`src/rtl/burst_ram_arbiter_pkg.sv`:
```
// Shared command codes, burst length and one-hot FSM encoding for the burst RAM arbiter.
package burst_ram_arbiter_pkg;

  localparam logic BR_CMD_READ  = 1'b0;
  localparam logic BR_CMD_WRITE = 1'b1;
  localparam int   BURST_BEATS  = 4;

  typedef enum logic [2:0] {
    IDLE     = 3'b001,
    RD_WAIT  = 3'b010,
    WR_BEATS = 3'b100
  } state_t;

endpackage

```
`src/rtl/burst_ram_arbiter_request_buffer.sv`:
```
// One client's request buffer: captures a whole burst request (command, address,
// mask and all write beats) so it can be replayed later, and reads beats out by index.
module burst_ram_request_buffer
  import burst_ram_arbiter_pkg::*;
#(
  parameter int ADDR_W = 4
) (
  input  logic              clk,
  input  logic              rst,
  input  logic              cmd_en,
  input  logic              cmd,
  input  logic [ADDR_W-1:0] addr,
  input  logic [63:0]       wr_data,
  input  logic [7:0]        data_mask,
  input  logic              done,
  input  logic [1:0]        beat_sel,
  output logic              valid,
  output logic              held_cmd,
  output logic [ADDR_W-1:0] held_addr,
  output logic [7:0]        held_mask,
  output logic [63:0]       held_beat
);

  logic [1:0]                   cap_cnt;
  logic [BURST_BEATS-1:0][63:0] beats;
  logic                         capture;

  // A pulse while already holding a request is dropped without touching any state.
  assign capture   = cmd_en && !valid;
  assign held_beat = beats[beat_sel];

  always_ff @(posedge clk or posedge rst) begin
    if (rst) begin
      valid     <= 1'b0;
      held_cmd  <= 1'b0;
      held_addr <= '0;
      held_mask <= '0;
      beats     <= '0;
      cap_cnt   <= 2'd0;
    end else if (capture) begin
      valid     <= 1'b1;
      held_cmd  <= cmd;
      held_addr <= addr;
      held_mask <= data_mask;
      beats[0]  <= wr_data;
      cap_cnt   <= (cmd == BR_CMD_WRITE) ? 2'd1 : 2'd0;
    end else begin
      if (done) begin
        valid <= 1'b0;
      end
      // Trailing write beats arrive on the three cycles after the pulse; counter wraps to 0 when done.
      if (cap_cnt != 2'd0) begin
        beats[cap_cnt] <= wr_data;
        cap_cnt        <= cap_cnt + 2'd1;
      end
    end
  end

endmodule

```
`src/rtl/burst_ram_arbiter.sv`:
```
// Shares one burst RAM port between two cache clients, replaying buffered bursts whole.
// Define BURST_RAM_ARBITER_FIXED_PRIORITY_EN for fixed client-0 priority instead of round-robin.
module burst_ram_arbiter
  import burst_ram_arbiter_pkg::*;
#(
  parameter int BURST_RAM_DEPTH_BITWIDTH = 4
) (
  input  logic                                clk,
  input  logic                                rst,
  input  logic                                c0_cmd,
  input  logic                                c0_cmd_en,
  input  logic [BURST_RAM_DEPTH_BITWIDTH-1:0] c0_addr,
  input  logic [63:0]                         c0_wr_data,
  input  logic [7:0]                          c0_data_mask,
  output logic [63:0]                         c0_rd_data,
  output logic                                c0_rd_data_ready,
  output logic                                c0_busy,
  input  logic                                c1_cmd,
  input  logic                                c1_cmd_en,
  input  logic [BURST_RAM_DEPTH_BITWIDTH-1:0] c1_addr,
  input  logic [63:0]                         c1_wr_data,
  input  logic [7:0]                          c1_data_mask,
  output logic [63:0]                         c1_rd_data,
  output logic                                c1_rd_data_ready,
  output logic                                c1_busy,
  output logic                                br_cmd,
  output logic                                br_cmd_en,
  output logic [BURST_RAM_DEPTH_BITWIDTH-1:0] br_addr,
  output logic [63:0]                         br_wr_data,
  output logic [7:0]                          br_data_mask,
  input  logic [63:0]                         br_rd_data,
  input  logic                                br_rd_data_ready,
  input  logic                                br_busy
);

  localparam int         AW        = BURST_RAM_DEPTH_BITWIDTH;
  localparam logic [1:0] LAST_BEAT = 2'(BURST_BEATS - 1);

  state_t        state, state_next;
  logic          grant, grant_next, pick;
  logic [1:0]    beat_cnt, beat_cnt_next, beat_sel;
  logic          issue, complete;
  logic [1:0]    buf_valid, buf_cmd, buf_done;
  logic [AW-1:0] buf_addr [2];
  logic [7:0]    buf_mask [2];
  logic [63:0]   buf_beat [2];
  logic          cmd_en_d, cmd_d;
  logic [AW-1:0] addr_d;
  logic [7:0]    mask_d;
  logic [63:0]   wr_data_d;

  // Beat 0 is always read while idle so the command cycle carries the first write beat.
  assign beat_sel = (state == WR_BEATS) ? beat_cnt : 2'd0;
  assign buf_done = {complete && grant, complete && !grant};

  burst_ram_request_buffer #(.ADDR_W(AW)) u_buf0 (
    .clk(clk), .rst(rst), .cmd_en(c0_cmd_en), .cmd(c0_cmd), .addr(c0_addr),
    .wr_data(c0_wr_data), .data_mask(c0_data_mask), .done(buf_done[0]), .beat_sel(beat_sel),
    .valid(buf_valid[0]), .held_cmd(buf_cmd[0]), .held_addr(buf_addr[0]),
    .held_mask(buf_mask[0]), .held_beat(buf_beat[0])
  );

  burst_ram_request_buffer #(.ADDR_W(AW)) u_buf1 (
    .clk(clk), .rst(rst), .cmd_en(c1_cmd_en), .cmd(c1_cmd), .addr(c1_addr),
    .wr_data(c1_wr_data), .data_mask(c1_data_mask), .done(buf_done[1]), .beat_sel(beat_sel),
    .valid(buf_valid[1]), .held_cmd(buf_cmd[1]), .held_addr(buf_addr[1]),
    .held_mask(buf_mask[1]), .held_beat(buf_beat[1])
  );

  assign c0_busy          = buf_valid[0];
  assign c1_busy          = buf_valid[1];
  assign c0_rd_data       = br_rd_data;
  assign c1_rd_data       = br_rd_data;
  assign c0_rd_data_ready = (state == RD_WAIT) && !grant && br_rd_data_ready;
  assign c1_rd_data_ready = (state == RD_WAIT) &&  grant && br_rd_data_ready;

  assign issue    = (state == IDLE) && (|buf_valid) && !br_busy;
  assign complete = ((state == RD_WAIT) && br_rd_data_ready && (beat_cnt == LAST_BEAT)) ||
                    ((state == WR_BEATS) && (beat_cnt == LAST_BEAT));

`ifdef BURST_RAM_ARBITER_FIXED_PRIORITY_EN
  assign pick = buf_valid[0] ? 1'b0 : 1'b1;
`else
  logic rr_ptr;

  assign pick = (&buf_valid) ? rr_ptr : buf_valid[1];

  // After each burst the other client gets first claim on a contested grant.
  always_ff @(posedge clk or posedge rst) begin
    if (rst) begin
      rr_ptr <= 1'b0;
    end else if (complete) begin
      rr_ptr <= ~grant;
    end
  end
`endif

  always_ff @(posedge clk or posedge rst) begin
    if (rst) begin
      state        <= IDLE;
      grant        <= 1'b0;
      beat_cnt     <= 2'd0;
      br_cmd_en    <= 1'b0;
      br_cmd       <= 1'b0;
      br_addr      <= '0;
      br_data_mask <= '0;
      br_wr_data   <= '0;
    end else begin
      state        <= state_next;
      grant        <= grant_next;
      beat_cnt     <= beat_cnt_next;
      br_cmd_en    <= cmd_en_d;
      br_cmd       <= cmd_d;
      br_addr      <= addr_d;
      br_data_mask <= mask_d;
      br_wr_data   <= wr_data_d;
    end
  end

  always_comb begin
    state_next    = state;
    grant_next    = grant;
    beat_cnt_next = beat_cnt;
    case (state)
      IDLE: begin
        if (issue) begin
          grant_next    = pick;
          state_next    = (buf_cmd[pick] == BR_CMD_WRITE) ? WR_BEATS : RD_WAIT;
          beat_cnt_next = (buf_cmd[pick] == BR_CMD_WRITE) ? 2'd1 : 2'd0;
        end
      end
      RD_WAIT: begin
        if (br_rd_data_ready) begin
          beat_cnt_next = beat_cnt + 2'd1;
          if (beat_cnt == LAST_BEAT) state_next = IDLE;
        end
      end
      WR_BEATS: begin
        beat_cnt_next = beat_cnt + 2'd1;
        if (beat_cnt == LAST_BEAT) state_next = IDLE;
      end
      default: state_next = IDLE;
    endcase
  end

  always_comb begin
    cmd_en_d  = 1'b0;
    cmd_d     = br_cmd;
    addr_d    = br_addr;
    mask_d    = br_data_mask;
    wr_data_d = br_wr_data;
    if (issue) begin
      cmd_en_d  = 1'b1;
      cmd_d     = buf_cmd[pick];
      addr_d    = buf_addr[pick];
      mask_d    = buf_mask[pick];
      wr_data_d = buf_beat[pick];
    end else if (state == WR_BEATS) begin
      wr_data_d = buf_beat[grant];
    end
  end

endmodule

```
`config.mk`:
```
export PLATFORM = sky130hd
export DESIGN_NAME = burst_ram_arbiter
export DESIGN_NICKNAME = d
export VERILOG_FILES = /design/src/rtl/burst_ram_arbiter_pkg.sv /design/src/rtl/burst_ram_arbiter_request_buffer.sv /design/src/rtl/burst_ram_arbiter.sv
export SDC_FILE = /design/constraint.sdc
export NUM_CORES = 1
export LEC_CHECK = 0
export ABC_AREA = 1
export CORE_MARGIN = 10
export CORE_UTILIZATION = 45
export CTS_CLUSTER_DIAMETER = 50
export DETAILED_ROUTE_END_ITERATION = 16
export PLACE_DENSITY = 0.76
export SYNTH_ARGS = -nofsm -noshare
export SYNTH_HDL_FRONTEND = slang
export SYNTH_SLANG_ARGS = --single-unit
```
`constraint.sdc`:
```
create_clock -name clk -period 36.8 [get_ports clk]
set_input_delay 11.04 -clock clk [delete_from_list [all_inputs] [get_ports clk]]
set_output_delay 11.04 -clock clk [all_outputs]
set_load 0.02 [all_outputs]
```
==> results of run 1 <==
==> stage by stage <==
step	hold slack, ns	power [W]	util	std cells	area, sq um
after floorplan	0.449	0.00192	-	3725	29500
after global placement	0.463	0.00222	0.484	4465	31300
after detailed placement	0.466	0.00225	0.484	4465	31300
after CTS	0.481	0.00305	0.525	4605	34000
after global routing	0.495	0.00327	0.525	4607	34000
final	0.475	0.00304	0.525	4607	34000
==> sequential cells by signal, indices dropped and copies added, names as in the netlist, 2 cells and up <==
signal            cells
u_buf1.beats        256
state                 3
u_buf1.cap_cnt        2
u_buf0.cap_cnt        2
br_wr_data           64
u_buf0.held_addr      4
br_data_mask          8
br_addr               4
u_buf0.beats        256
u_buf1.held_addr      4
beat_cnt              2
u_buf0.held_mask      8
u_buf1.held_mask      8
==> worst max-delay path, delay by kind of cell <==
kind	cells	cell delay, ns
buffers and inverters	2	1.16
AND/OR/NAND/NOR	2	0.40
==> power by group <==
group | switching [W] | internal (W)
registers | 0.000191 | 0.00102
clock network | 0.000305 | 0.000482
logic | 0.000681 | 0.000358
==> kinds of logic after synthesis <==
logic type | share of synthesized area
AOI/OAI and AO/OA | 0.0964
DFF | 0.534
and+or+nand+nor | 0.267
buffers and inverters | 0.0994
adders and majority gates | 0.00382
==> synthesized netlist by cell type <==
| library cell | number |
|---|---|
| a21oi_1 | 3 |
| a22o_1 | 2 |
| buf_1 | 16 |
| buf_2 | 61 |
| buf_4 | 140 |
| buf_6 | 1 |
| clkbuf_1 | 169 |
| clkinv_1 | 1 |
| dfrtp_1 | 628 |
| dfstp_2 | 1 |
| ha_1 | 9 |
| inv_1 | 229 |
| inv_2 | 2 |
| nand2_1 | 1436 |
| nand2_2 | 3 |
| nand3_1 | 270 |
| nand4_1 | 129 |
| nor2_1 | 71 |
| nor2_2 | 2 |
| nor2_8 | 1 |
| o211ai_1 | 11 |
| o21ai_0 | 533 |
| o21ai_1 | 1 |
| o21ai_2 | 2 |
| o21bai_2 | 1 |
| o221ai_1 | 3 |
==> worst min-delay path by stage <==
stage / from / endpoint / slack (ns) / cells past startpoint
6_report: br_wr_data[33] / br_wr_data[33] / 0.47 / 2
5_1_grt: u_buf0.held_mask[3] / u_buf0.held_mask[3] / 0.49 / 2
4_1_cts: br_wr_data[35] / br_wr_data[35] / 0.48 / 2
3_5_place_dp: br_wr_data[35] / br_wr_data[35] / 0.47 / 2
3_3_place_gp: br_wr_data[34] / br_wr_data[34] / 0.46 / 2
2_1_floorplan: rr_ptr / rr_ptr / 0.45 / 2
==> cell usage in the layout (no fill, tap or decap), types with 3 or more instances in the layout <==
cell             count
nand3_1            268
inv_8                5
nand2_1           1428
clkdlybuf4s50_1    241
inv_1              228
clkinvlp_4           5
dfrtp_1            626
inv_6                8
nand4_1            129
o221ai_1             3
nand2_2              3
clkinv_2             4
nor2_1              70
clkinv_4             5
clkbuf_1            17
a21oi_1              3
nand2_4              8
clkbuf_16           79
o211ai_1            11
buf_4               29
clkbuf_8             9
bufinv_16            9
o21ai_0            533
ha_1                 9
==> final cells by class <==
cell class | instances | area [sq um] | area share
multi-input combinational | 2477 | 10900 | 0.322
clock inverter | 35 | 502 | 0.0148
sequential | 629 | 15700 | 0.464
antenna | 2 | 5.00 | 0.000147
inverter | 232 | 880 | 0.0259
timing repair buffer | 272 | 2670 | 0.0786
tap | 855 | 1070 | 0.0315
clock buffer | 105 | 2160 | 0.0637
==> metal layers <==
layer / vias to the layer above / GRT usage
met5: - / 0
met4: 0 / 0.0640
met3: 122 / 0.0386
met2: 937 / 0.347
met1: 11761 / 0.271
li1: 11724 / -
==> results.sh, run 1 <==
export IMPL_drt_first_pass_iters=7
export IMPL_min_path_type="register to register"
export IMPL_cts_tree="yes"
export IMPL_worst_setup_hold_path_clk_slew_ns=0.05
export IMPL_rows=93
export IMPL_critical_path_class="primary input to primary output"
export IMPL_netlist_area_leader_share=0.533
export IMPL_worst_slew_margin_rel=0.220
export IMPL_floorplan_io_pins=434
export IMPL_cts_resized_gates=0
export IMPL_synth_warnings=0
export IMPL_dp_worst_setup_slack_ns=13.18
export IMPL_ordered_cell_list_for_the_critical_path="clkdlybuf4s50_1 > nand4_1 > nor2_1 > clkdlybuf4s50_1"
export IMPL_die_h_microns=276
export IMPL_crit_reg2reg_capture="br_wr_data[63]"
export IMPL_htreeDepth=3
export IMPL_drt_met1_wl_microns=35000
export IMPL_outcome="finished clean"
export IMPL_track_usage=0.208
export IMPL_synth_area_leader_cell="dfrtp_1"
export IMPL_unrepaired_setup_endpoints_after_global_routing="false"
export IMPL_worstReg2RegStart="state[1]"
export IMPL_slew_violations=0
export IMPL_clk_latency_ns=0.62
export IMPL_vias_per_cell=5.33
export IMPL_cts_setup_buffers=0
export IMPL_cts_root_buffer_cell="clkbuf_16"
export IMPL_first_global_vias=23992
export IMPL_crit_required_ns=25.76
export IMPL_maximum_number_of_buffers_from_clock_root_to_sink=3
export IMPL_cp_end_kind="primary output"
export IMPL_final_setup_skew_ns=0.0176
export IMPL_fill_cells=6034
export IMPL_critPathArrivalTime_ns=12.60
export IMPL_met3_wirelength_microns=5770
export IMPL_finalWeightedCongestion=0.764
export IMPL_synthesis_area_sq_um=29500
export IMPL_timing_critical_path_to="c1_rd_data_ready"
export IMPL_synth_area_per_cell_sq_um=7.92
export IMPL_ant_nets=0
export IMPL_cts_num_sinks=629
export IMPL_critical_path_max_stage_delay_ns=0.67
export IMPL_syn_to_final_growth_pct=15.2
export IMPL_route_vias_total=24544
export IMPL_worst_path_most_repeated_cell="clkdlybuf4s50_1"
export IMPL_design_core_area_sq_um=64700
export IMPL_synth_seq_area_share=0.534
export IMPL_total_leakage_power_nw=17.2
export IMPL_effective_utilization_at_floorplan=0.456
export IMPL_dieArea_sq_um=76200
export IMPL_hold_violations=0
export IMPL_syn_nets=3958
export IMPL_setup_violations_final=0
export IMPL_synth_lib_cells_used_distinct=26
export IMPL_antenna_found_initial=2
export IMPL_reg2reg_depth=11
export IMPL_tightestPinTransition_ns=1.17
export IMPL_cpMaxStageDelayCell="clkdlybuf4s50_1"
export IMPL_dieWidth_microns=276
export IMPL_drc_errors=0
export IMPL_final_critical_path_setup_slack_ns=13.16
export IMPL_finalCriticalPeriod_ns=23.64
export IMPL_layout_worst_path_cycle_share=0.643
export IMPL_detailedPlacementHpwl_microns=45400
export IMPL_peakVddDrop_mv=0.0565
export IMPL_power_density_nw_per_um2=89.4
export IMPL_port_buffer_count=241
export IMPL_reg2reg_slack_ns=32.05
export IMPL_postCtsHoldBufs=0
export IMPL_cp_startpoint="br_rd_data_ready"
export IMPL_maxCapViolCount=0
export IMPL_post_synth_inst_count=3725
export IMPL_ys_seq_elements=629
export IMPL_top_cells_by_area_synth="dfrtp_1, nand2_1, o21ai_0, nand3_1, buf_4"
export IMPL_met2RoutedLength_microns=38900
export IMPL_highest_signal_layer="met4"
export IMPL_grt_first_pass_wirelength_microns=131000
export IMPL_finalWirelength_microns=81300
export IMPL_timing_critical_path_fanout_max=3
export IMPL_detail_route_iter0_violations=2668
export IMPL_setup_worst_path_start_class="primary input"
export IMPL_tritoncts_num_buffers=76
export IMPL_routed_wire_length_per_instance_microns=17.6
export IMPL_maximum_number_of_pins_on_one_net_before_global_route_repair=174
export IMPL_overflow=0
export IMPL_final_layout_size_suffix_gt1_frac=0.0480
export IMPL_max_freq_mhz=42.3
export IMPL_final_setup_tns_ns=0
export IMPL_layout_nets=3921
Power figures use the tool's default switching activity.
==> inputs of run 2 (changes only) <==
- clock period: 36.8 -> 21.8 ns (I/O delays scaled with it)
==> results.sh, run 2 (synthesized netlist as in run 1, its figures left out) <==
export IMPL_effective_utilization_at_floorplan=0.456
export IMPL_port_buffer_count=241
export IMPL_min_path_type="register to register"
export IMPL_unrepaired_setup_endpoints_after_global_routing="false"
export IMPL_die_h_microns=276
export IMPL_worst_path_most_repeated_cell="clkdlybuf4s50_1"
export IMPL_hold_path_depth=2
export IMPL_maximum_number_of_buffers_from_clock_root_to_sink=3
export IMPL_crit_required_ns=15.26
export IMPL_maximum_number_of_pins_on_one_net_before_global_route_repair=181
export IMPL_setup_violations_final=0
export IMPL_rows=93
export IMPL_htreeDepth=3
export IMPL_dieWidth_microns=276
export IMPL_worst_hold_startpoint="br_wr_data[49]"
export IMPL_final_setup_skew_ns=0.0270
export IMPL_overflow=0
export IMPL_cts_resized_gates=0
export IMPL_hold_violations=0
export IMPL_dieArea_sq_um=76200
export IMPL_min_delay_worst_endpoint="br_wr_data[49]"
export IMPL_cts_setup_buffers=0
export IMPL_design_core_area_sq_um=64700
export IMPL_tritoncts_num_buffers=78
export IMPL_layout_worst_path_cycle_share=0.667
export IMPL_ant_nets=0
export IMPL_setup_worst_path_start_class="primary input"
export IMPL_routed_wire_length_per_instance_microns=17.5
export IMPL_clk_latency_ns=0.62
export IMPL_cpMaxStageDelayCell="clkdlybuf4s50_1"
export IMPL_detailedPlacementHpwl_microns=46100
export IMPL_cts_tree="yes"
export IMPL_reg2reg_depth=11
export IMPL_drc_errors=0
export IMPL_slew_violations=0
export IMPL_cp_end_kind="primary output"
export IMPL_first_global_vias=24030
export IMPL_max_freq_mhz=68.8
export IMPL_cts_num_sinks=629
export IMPL_total_leakage_power_nw=17.2
export IMPL_mostFrequentLayoutCell="nand2_1"
export IMPL_track_usage=0.206
export IMPL_reg2reg_slack_ns=16.97
export IMPL_worst_slew_margin_rel=0.172
export IMPL_timing_critical_path_fanout_max=3
export IMPL_worst_setup_hold_path_clk_slew_ns=0.06
export IMPL_cp_top_family="buffers and inverters"
export IMPL_postCtsHoldBufs=0
export IMPL_critical_path_max_stage_delay_ns=0.62
export IMPL_route_vias_total=24591
export IMPL_ordered_cell_list_for_the_critical_path="clkdlybuf4s50_1 > nand4_1 > nor2_1 > clkdlybuf4s50_1"
export IMPL_peakVddDrop_mv=0.0928
export IMPL_critPathArrivalTime_ns=8.00
export IMPL_fill_cells=6079
export IMPL_grt_first_pass_wirelength_microns=130000
export IMPL_crit_reg2reg_capture="br_wr_data[63]"
export IMPL_critical_path_class="primary input to primary output"
export IMPL_finalWirelength_microns=80700
export IMPL_antenna_found_initial=2
export IMPL_final_layout_size_suffix_gt1_frac=0.0511
export IMPL_syn_to_final_growth_pct=15.0
export IMPL_place_area_sq_um=31300
export IMPL_outcome="finished clean"
export IMPL_maxCapViolCount=0
export IMPL_worst_path_buf_inv=2
export IMPL_cts_root_buffer_cell="clkbuf_16"
export IMPL_fin_area_sq_um=33900
export IMPL_area_sequential_sq_um=15700
export IMPL_vias_per_cell=5.33
export IMPL_power_total_w=0.00509
export IMPL_floorplan_io_pins=434
export IMPL_tightestPinTransition_ns=1.24
export IMPL_layout_nets=3925
export IMPL_finalWeightedCongestion=0.755
export IMPL_worstReg2RegStart="state[1]"
export IMPL_multi_input_comb_area_sq_um=10900
export IMPL_final_setup_tns_ns=0
export IMPL_drt_first_pass_iters=7
export IMPL_power_density_nw_per_um2=150
export IMPL_finalCriticalPeriod_ns=14.54
export IMPL_cp_startpoint="br_rd_data_ready"
export IMPL_mostFrequentLayoutCells="nand2_1, dfrtp_1, o21ai_0"
export IMPL_detail_route_iter0_violations=2475
export IMPL_layout_top_registers="u_buf0.beats x256, u_buf1.beats x256, br_wr_data x64"
==> run 2: cell count changes in the layout (fill, tap and decap cells not counted), sizes merged <==
cell / before / now
buf: 31 / 33
bufinv: 9 / 4
clkbuf: 105 / 101
clkinv: 10 / 22
clkinvlp: 5 / 6
diode: 2 / 1
==> run 2: layer usage <==
layer,track usage,share of wire
met1,0.267,0.43
met2,0.343,0.48
met3,0.0380,0.068
met4,0.0689,0.025
met5,0,0.00016
==> run 2: layout make-up <==
cell class,instances,area share
antenna,1,0.0000738
clock buffer,101,0.0649
clock inverter,43,0.0125
inverter,232,0.0258
multi-input combinational,2477,0.322
sequential,629,0.464
tap,855,0.0315
timing repair buffer,274,0.0788
==> run 2: worst max-delay path by stage <==
stage | endpoint | slack [ns] | depth (start not counted)
after floorplan | beat_cnt[0] | 6.67 | 1
after global placement | c0_rd_data_ready | 7.19 | 4
after detailed placement | c0_rd_data_ready | 7.23 | 4
after CTS | c0_rd_data_ready | 7.23 | 4
after global routing | c0_rd_data_ready | 7.21 | 4
final | c0_rd_data_ready | 7.26 | 4
==> run 2: where the power goes <==
group	switching, W	total [W]	internal [W]
registers	0.000319	0.00204	0.00172
clock network	0.000525	0.00130	0.000774
logic	0.00115	0.00175	0.000605
total	0.00199	0.00509	0.00310
==> run 2: through the flow <==
stage                util  setup WS (ns)  std cells  hold WS, ns
finish              0.524           7.26       4612        0.477
CTS                 0.524           7.23       4611        0.481
detailed placement  0.484           7.23       4467        0.465
global route        0.524           7.21       4612        0.496
floorplan               -           6.67       3725        0.449
global placement    0.484           7.19       4467        0.463
==> run 2: worst register-to-register path, cell delays in order (launching register included) <==
cell	delay, ns
dfrtp_1	0.45
nor2_4	0.12
buf_4	0.73
buf_4	0.84
nand2_1	0.24
inv_1	0.16
nor2_4	0.04
buf_4	0.38
inv_2	0.71
buf_4	0.66
nand3_1	0.30
nand2_1	0.11
==> inputs of run 3 (changes only) <==
- PLACE_DENSITY: 0.76 -> 0.79
- clock period: 21.8 -> 13.3 ns (I/O delays scaled with it)
==> results.sh, run 3 (synthesized netlist as in run 1, its figures left out) <==
export IMPL_outcome="finished clean"
export IMPL_finalWirelength_microns=81900
export IMPL_cts_tree="yes"
export IMPL_maximum_number_of_buffers_from_clock_root_to_sink=3
export IMPL_cts_num_sinks=629
export IMPL_final_layout_size_suffix_gt1_frac=0.0506
export IMPL_maxCapViolCount=0
export IMPL_grt_met3_use=0.0410
export IMPL_total_leakage_power_nw=17.2
export IMPL_setup_worst_path_start_class="primary input"
export IMPL_cpMaxStageDelayCell="clkdlybuf4s50_1"
export IMPL_power_density_nw_per_um2=247
export IMPL_layout_nets=3923
export IMPL_mostFrequentLayoutCells="nand2_1, dfrtp_1, o21ai_0"
export IMPL_dieWidth_microns=276
export IMPL_grt_busiest_layer="met2"
export IMPL_power_total_w=0.00839
export IMPL_effective_utilization_at_floorplan=0.456
export IMPL_critPathArrivalTime_ns=5.55
export IMPL_die_h_microns=276
export IMPL_cp_end_kind="primary output"
export IMPL_htreeDepth=3
export IMPL_worst_path_most_repeated_cell="clkdlybuf4s50_1"
export IMPL_rows=93
export IMPL_max_freq_mhz=105
export IMPL_worst_slew_margin_rel=0.216
export IMPL_detailedPlacementHpwl_microns=46300
export IMPL_tritoncts_num_buffers=77
export IMPL_track_usage=0.209
export IMPL_antenna_found_initial=1
export IMPL_worst_setup_hold_path_clk_slew_ns=0.06
export IMPL_final_setup_skew_ns=0.0256
export IMPL_vias_per_cell=5.38
export IMPL_min_path_type="register to register"
export IMPL_maximum_number_of_pins_on_one_net_before_global_route_repair=167
export IMPL_postCtsHoldBufs=0
export IMPL_detail_route_iter0_violations=2628
export IMPL_cts_root_buffer_cell="clkbuf_16"
export IMPL_peakVddDrop_mv=0.137
export IMPL_crit_required_ns=9.31
export IMPL_grt_first_pass_wirelength_microns=132000
export IMPL_slew_violations=0
export IMPL_layout_worst_path_cycle_share=0.718
export IMPL_cts_resized_gates=0
export IMPL_dieArea_sq_um=76200
export IMPL_grtUsageMet2=0.339
export IMPL_globalRouteMet1Util=0.276
export IMPL_design_core_area_sq_um=64700
export IMPL_floorplan_io_pins=434
export IMPL_finalCriticalPeriod_ns=9.54
export IMPL_first_global_vias=24382
export IMPL_tightestPinTransition_ns=1.18
export IMPL_layout_top_registers="u_buf0.beats x256, u_buf1.beats x256, br_wr_data x64"
export IMPL_ordered_cell_list_for_the_critical_path="clkdlybuf4s50_1 > nand4_1 > nor2_1 > clkdlybuf4s50_1"
export IMPL_port_buffer_count=241
export IMPL_unrepaired_setup_endpoints_after_global_routing="false"
export IMPL_clk_latency_ns=0.62
export IMPL_finalWeightedCongestion=0.760
export IMPL_hold_violations=0
export IMPL_timing_critical_path_fanout_max=3
export IMPL_drc_errors=0
export IMPL_syn_to_final_growth_pct=15.2
export IMPL_route_vias_total=24807
export IMPL_routed_wire_length_per_instance_microns=17.8
export IMPL_drt_first_pass_iters=6
export IMPL_setup_violations_final=0
export IMPL_critical_path_class="primary input to primary output"
export IMPL_critical_path_max_stage_delay_ns=0.66
export IMPL_cts_setup_buffers=0
export IMPL_antenna_cells_inserted=0
export IMPL_dp_worst_setup_slack_ns=3.75
export IMPL_ant_nets=0
export IMPL_final_critical_path_setup_slack_ns=3.76
export IMPL_mostFrequentLayoutCell="nand2_1"
export IMPL_final_setup_tns_ns=0
export IMPL_overflow=0
==> run 3: cell count changes in the layout (fill, tap and decap cells not counted), moves of 2 or more <==
cell and change:
buf_4 -3, clkbuf_8 +4, inv_8 -6, clkinv_2 -4, buf_12 +2, clkinv_4 +3
==> run 3: path summary, 6_finish.rpt <==
kind	from	endpoint	slack, ns	depth (start not counted)
setup / recovery	br_rd_data_ready	c1_rd_data_ready	3.76	4
hold / removal	br_wr_data[56]	br_wr_data[56]	0.48	2
setup reg to reg	beat_cnt[0]	br_wr_data[26]	9.31	9
hold reg to reg	br_wr_data[56]	br_wr_data[56]	0.48	2
max in group asynchronous	rst	u_buf1.beats[207]	7.35	4
min in group asynchronous	rst	br_wr_data[47]	3.83	2
==> run 3: metrics by stage <==
step,util,instances,area [sq um],hold slack [ns]
6_report,0.525,4608,34000,0.476
5_1_grt,0.525,4608,34000,0.500
4_1_cts,0.525,4608,34000,0.481
3_5_place_dp,0.484,4466,31300,0.465
3_3_place_gp,0.484,4466,31300,0.464
2_1_floorplan,-,3725,29500,0.449
==> run 3: power breakdown <==
part	total [W]	leakage (nW)	switching, W	internal [W]
combinational	0.00294	8.02	0.00194	0.000994
clock	0.00214	1.29	0.000846	0.00129
sequential	0.00331	7.85	0.000488	0.00282
==> run 3: per-layer routing <==
| metal | part of all wire | wire, microns | vias to the layer above |
|---|---|---|---|
| li1 | - | - | 11732 |
| met1 | 0.43 | 34900 | 12003 |
| met2 | 0.48 | 39200 | 914 |
| met3 | 0.071 | 5810 | 156 |
| met4 | 0.024 | 1980 | 2 |
| met5 | 0.00011 | 9 | - |
==> run 3: final cells by class <==
cell class,count,area (sq um)
repair buffers,273,2690
clock inverters,39,420
inverters,232,876
fillers,6017,30700
multi-input cells,2477,10900
flip-flops and latches,629,15700
well taps,855,1070
clock buffers,103,2230
==> run 3: critical path, delay by kind of cell <==
kind | cells | cell delay (ns)
buffers and inverters | 2 | 1.16
and+or+nand+nor | 2 | 0.41
